==> config.mk <==
export PLATFORM = sky130hd
export DESIGN_NAME = ras
export DESIGN_NICKNAME = d
export VERILOG_FILES = /design/src/rtl/ras.sv
export SDC_FILE = /design/constraint.sdc
export NUM_CORES = 1
export LEC_CHECK = 0
export CORE_ASPECT_RATIO = 1.2
export CORE_MARGIN = 2
export CORE_UTILIZATION = 58
export DETAILED_ROUTE_END_ITERATION = 10
export GPL_ROUTABILITY_DRIVEN = 0
export PLACE_DENSITY = 0.8
export RECOVER_POWER = 100
export SLEW_MARGIN = 40
export SYNTH_ARGS = -nofsm -noshare
export SYNTH_HDL_FRONTEND = slang
export SYNTH_SLANG_ARGS = --single-unit
==> constraint.sdc <==
create_clock -name CLK -period 4.1 [get_ports CLK]
set_clock_uncertainty 0.05 [all_clocks]
set_input_delay 0.615 -clock CLK [delete_from_list [all_inputs] [get_ports CLK]]
set_output_delay 0.615 -clock CLK [all_outputs]
set_load 0.05 [all_outputs]
==> src/rtl/ras.sv <==
// Return address stack for the front-end branch predictor.
//
// A circular stack of predicted return targets. Predicted calls push their return address, predicted
// returns pop, and the entry under the top pointer is presented as the predicted return target. The
// top pointer and occupancy form a checkpoint that the backend can restore on a flush. Only the
// pointer and occupancy are restored; the entries themselves are not.
//
// Ports:
//   CLK               clock
//   nRST              asynchronous active-low reset
//   link_valid        push request (predicted call)
//   link_pc           return address to push
//   ret_valid         pop request (predicted return)
//   ret_pc            entry under the top pointer (predicted return target)
//   ret_empty         occupancy is zero; qualifies ret_pc
//   ras_index         top pointer (checkpoint)
//   ras_count         occupancy 0..RAS_DEPTH (checkpoint)
//   update_valid      restore checkpoint; overrides push/pop in the same cycle
//   update_ras_index  top pointer to restore
//   update_ras_count  occupancy to restore
module ras #(
  parameter int unsigned RAS_DEPTH        = 8,
  parameter int unsigned LOG_RAS_DEPTH    = $clog2(RAS_DEPTH),
  parameter int unsigned RAS_TARGET_WIDTH = 14
) (
  input  logic                        CLK,
  input  logic                        nRST,
  input  logic                        link_valid,
  input  logic [RAS_TARGET_WIDTH-1:0] link_pc,
  input  logic                        ret_valid,
  output logic [RAS_TARGET_WIDTH-1:0] ret_pc,
  output logic                        ret_empty,
  output logic [LOG_RAS_DEPTH-1:0]    ras_index,
  output logic [LOG_RAS_DEPTH:0]      ras_count,
  input  logic                        update_valid,
  input  logic [LOG_RAS_DEPTH-1:0]    update_ras_index,
  input  logic [LOG_RAS_DEPTH:0]      update_ras_count
);

  localparam logic [LOG_RAS_DEPTH-1:0] PtrOne   = LOG_RAS_DEPTH'(1);
  localparam logic [LOG_RAS_DEPTH:0]   CntOne   = (LOG_RAS_DEPTH + 1)'(1);
  localparam logic [LOG_RAS_DEPTH:0]   DepthCnt = (LOG_RAS_DEPTH + 1)'(RAS_DEPTH);

  logic [RAS_TARGET_WIDTH-1:0] stack_q [RAS_DEPTH];
  logic [RAS_TARGET_WIDTH-1:0] stack_d [RAS_DEPTH];
  logic [LOG_RAS_DEPTH-1:0]    ptr_q, ptr_d;
  logic [LOG_RAS_DEPTH:0]      count_q, count_d;
  logic [LOG_RAS_DEPTH-1:0]    ptr_inc, ptr_dec;

  // Pointer wraps naturally at the power-of-two depth.
  assign ptr_inc = ptr_q + PtrOne;
  assign ptr_dec = ptr_q - PtrOne;

  always_comb begin
    stack_d = stack_q;
    ptr_d   = ptr_q;
    count_d = count_q;
    if (update_valid) begin
      ptr_d   = update_ras_index;
      count_d = update_ras_count;
    end else begin
      unique case ({link_valid, ret_valid})
        2'b10: begin
          // On overflow the oldest entry is overwritten; occupancy saturates.
          ptr_d          = ptr_inc;
          stack_d[ptr_inc] = link_pc;
          count_d        = (count_q == DepthCnt) ? count_q : count_q + CntOne;
        end
        2'b01: begin
          // Underflow still moves the pointer; ret_empty marks ret_pc as stale.
          ptr_d   = ptr_dec;
          count_d = (count_q == '0) ? count_q : count_q - CntOne;
        end
        2'b11: begin
          // Coroutine jump: replace the top in place.
          stack_d[ptr_q] = link_pc;
          count_d        = (count_q == '0) ? CntOne : count_q;
        end
        default: ;
      endcase
    end
  end

  always_ff @(posedge CLK or negedge nRST) begin
    if (!nRST) begin
      for (int i = 0; i < RAS_DEPTH; i++) begin
        stack_q[i] <= '0;
      end
      ptr_q   <= '0;
      count_q <= '0;
    end else begin
      stack_q <= stack_d;
      ptr_q   <= ptr_d;
      count_q <= count_d;
    end
  end

  assign ret_pc    = stack_q[ptr_q];
  assign ras_index = ptr_q;
  assign ras_count = count_q;
  assign ret_empty = (count_q == '0);

endmodule
==> flow_metrics.py <==
metrics = {
    "sta": {
        "setup-tns-final_ps": 0,
        "fmax_mhz": 258,
        "rsz0062_at_grt": "false",
        "slew_headroom_pct": -20.8,
        "maxSlewViolCount": 74,
        "finalHoldViolations": 0,
        "timing.hold.ws_ps": 452,
        "period_share_pct": 94.4,
        "tightest_slew_ps": 1810,
        "min_period_ps": 3870,
        "finalSetupViolCount": 0,
    },
    "detailed_routing": {
        "via_per_inst": 6.26,
        "wl_per_cell_um": 21.8,
        "ant_nets": 0,
        "wirelength_um": 13800,
        "drt_pass1_iterations": 7,
        "drc": 0,
        "num_vias": 3959,
        "drt_iter0_drc": 312,
    },
    "logic_synthesis": {
        "ys_ff_latch": 119,
        "synthAdderAreaFrac_pct": 1.71,
        "async_reset_ff_share_pct": 100,
        "synth_area_leaders": "dfrtp_1, mux2_2, mux4_2",
        "syn_inst": 438,
        "synth_top_family_by_area": "multiplexers",
        "synth-compound-area-share_pct": 6.06,
        "synth_top_area_share_pct": 50.9,
        "synth_area_um2": 5850,
        "ys_warn_count": 0,
        "synth-xor-area-share_pct": 1.33,
        "synth.largest_area_cell": "dfrtp_1",
        "ys.flop_type": "dfrtp_1",
        "synth_mux_area_share_pct": 30.8,
        "synth_fp_nets": 472,
        "avgSynthCellArea_um2": 13.3,
        "yosysUniqueCellTypes": 47,
        "ys_seq_area_share_pct": 50.9,
        "yosys.area_share.simple_pct": 6.57,
        "synth-edff-count": 0,
    },
    "global_route": {
        "groute.usage.overall_pct": 27.8,
        "grt_pass1_wl_um": 22100,
        "grt_overflow": 0,
        "antenna_found_initial": 0,
        "grt_max_degree": 74,
        "first_global_vias": 4077,
    },
    "die": {
        "ios": 48,
        "num_rows": 40,
        "die_area_um2": 10900,
        "fp.dieW_um": 95.7,
        "initial_core_util_pct": 59.0,
        "core_area_um2": 9910,
        "die_h_um": 114,
    },
    "critical_path": {
        "endpoint_kind": "output port",
        "start_kind": "flip-flop",
        "critPathKind": "reg -> out",
        "worstPathArrival_ps": 3200,
        "cp_max_fo": 27,
        "cp.required_ps": 3430,
    },
    "cts": {
        "clkSinkCount": 119,
        "hold_buffers": 0,
        "cts-root-buf": "clkbuf_16",
        "cts_buffers": 17,
        "tritoncts": "built",
        "h-tree-depth": 4,
        "clock_latency_ps": 420,
        "postCtsSetupRepairBufs": 0,
        "clk_pin_slew_ps": 60,
        "cts-resized-gates": 0,
        "clock_path_buffers": 2,
    },
    "layout": {
        "syn2layout_area_growth_pct": 19.6,
        "layout.cells.non_filler": 632,
        "final_nets": 527,
        "diodes": 0,
        "drive_gt1_share_pct": 33.6,
    },
    "hold_path": {
        "hold_class": "reg -> reg",
    },
    "pwr": {
        "p_per_area_nw_per_um2": 759,
        "peakVddDrop_v": 0.000521,
        "p_leak_nw": 2.99,
    },
    "placement": {
        "portBuffers": 47,
        "dp_cells": 600,
        "dpl.hpwl_um": 8270,
    },
    "run_status": {
        "outcome": "finished with violations",
        "violations": "max-capacitance violations, max-slew violations",
    },
    "job": {
        "maxCapViolCount": 1,
    },
}
==> synthesized netlist by cell type, drive strengths merged, types with 4 or more instances <==
cell / n
a21oi: 9
a221oi: 10
a22oi: 5
a32oi: 5
buf: 19
clkbuf: 7
dfrtp: 119
ha: 8
inv: 5
mux2: 123
mux2i: 6
mux4: 14
nand2: 29
nand3: 7
nor2: 18
nor2b: 6
nor3: 5
o21ai: 6
xnor2: 4
xor2: 4
==> metal layers <==
metal	up-vias	GRT usage (%)	share of wire, %
met3	21	6.54	5.3
li1	1742	-	-
met2	126	44.2	50
met5	-	0	0
met1	2070	36.9	43
met4	0	11.4	1.5
==> worst max-delay path, stage by stage, from the launching register on <==
cell and delay (ps):
dfrtp_2 610, clkbuf_2 680, and2_1 340, o2bb2ai_1 140, nand2_1 80, o221ai_1 90, clkdlybuf4s50_1 840
==> per-stage QoR <==
step / worst slack, ps / area, um^2 / total power [mW] / utilization [%]
after floorplan: 838 / 5850 / 3.29 / -
after global placement: 819 / 6450 / 3.71 / 65.1
after detailed placement: 747 / 6450 / 3.80 / 65.1
after CTS: 275 / 7080 / 5.39 / 71.4
after global routing: 84.7 / 6990 / 5.55 / 70.6
final: 230 / 6990 / 5.31 / 70.6
==> layout make-up <==
type,count,area [um^2]
sequential,119,2980
fill,686,2920
multi-input combinational,288,2680
timing repair buffer,62,538
clock buffer,18,439
clock inverter,14,181
tap,126,158
inverter,5,18.8
==> flip-flops by register name (all words and copies together) (netlist names) <==
register and flops:
stack_q 112, ras_count 4, ras_index 3
==> cell families after synthesis <==
logic type	count (synthesis)
compound gates	49
xor+xnor	8
buf+inv	31
mux	143
fa+ha+maj	8
flops	119
simple gates	80
==> path summary, 6_finish.rpt <==
check                           slack [ps]  cells after the start         start      endpoint
worst max register to register         260                      7  ras_index[0]   stack_q[10]
worst max-delay path                   230                      6  ras_index[0]    ret_pc[11]
min in group asynchronous              640                      1          nRST   stack_q[76]
worst min-delay path                   450                      1   stack_q[50]   stack_q[50]
max in group asynchronous             1770                      2          nRST  stack_q[102]
worst min register to register         450                      1   stack_q[50]   stack_q[50]
==> placed cells by master (no fill, tap or decap), types with 4 or more instances in the layout <==
cell type        Yosys  layout
dfrtp_1            119     117
mux2_2             113     111
clkdlybuf4s50_1      0      32
nand2_1             29      29
nor2_1              18      18
clkbuf_16            0      17
mux4_2              14      14
dlygate4sd3_1        0      14
mux2_1               0      12
a221oi_1            10      10
clkbuf_1             7      10
a21oi_1              9       9
ha_1                 8       8
nand3_1              7       7
nor2b_1              6       6
mux2i_1              6       6
o21ai_0              4       6
clkinv_2             0       6
a22oi_1              5       5
nor3_1               5       5
a32oi_1              5       5
inv_1                4       4
xor2_1               4       4
bufinv_16            0       4
buf_4                2       4
==> where the power goes <==
| group | total [mW] | internal, mW | switching [mW] |
|---|---|---|---|
| clock | 1.55 | 1.02 | 0.529 |
| combinational | 1.69 | 0.859 | 0.835 |
| sequential | 2.06 | 1.73 | 0.329 |
No activity file was read; power rests on OpenSTA's default activity.
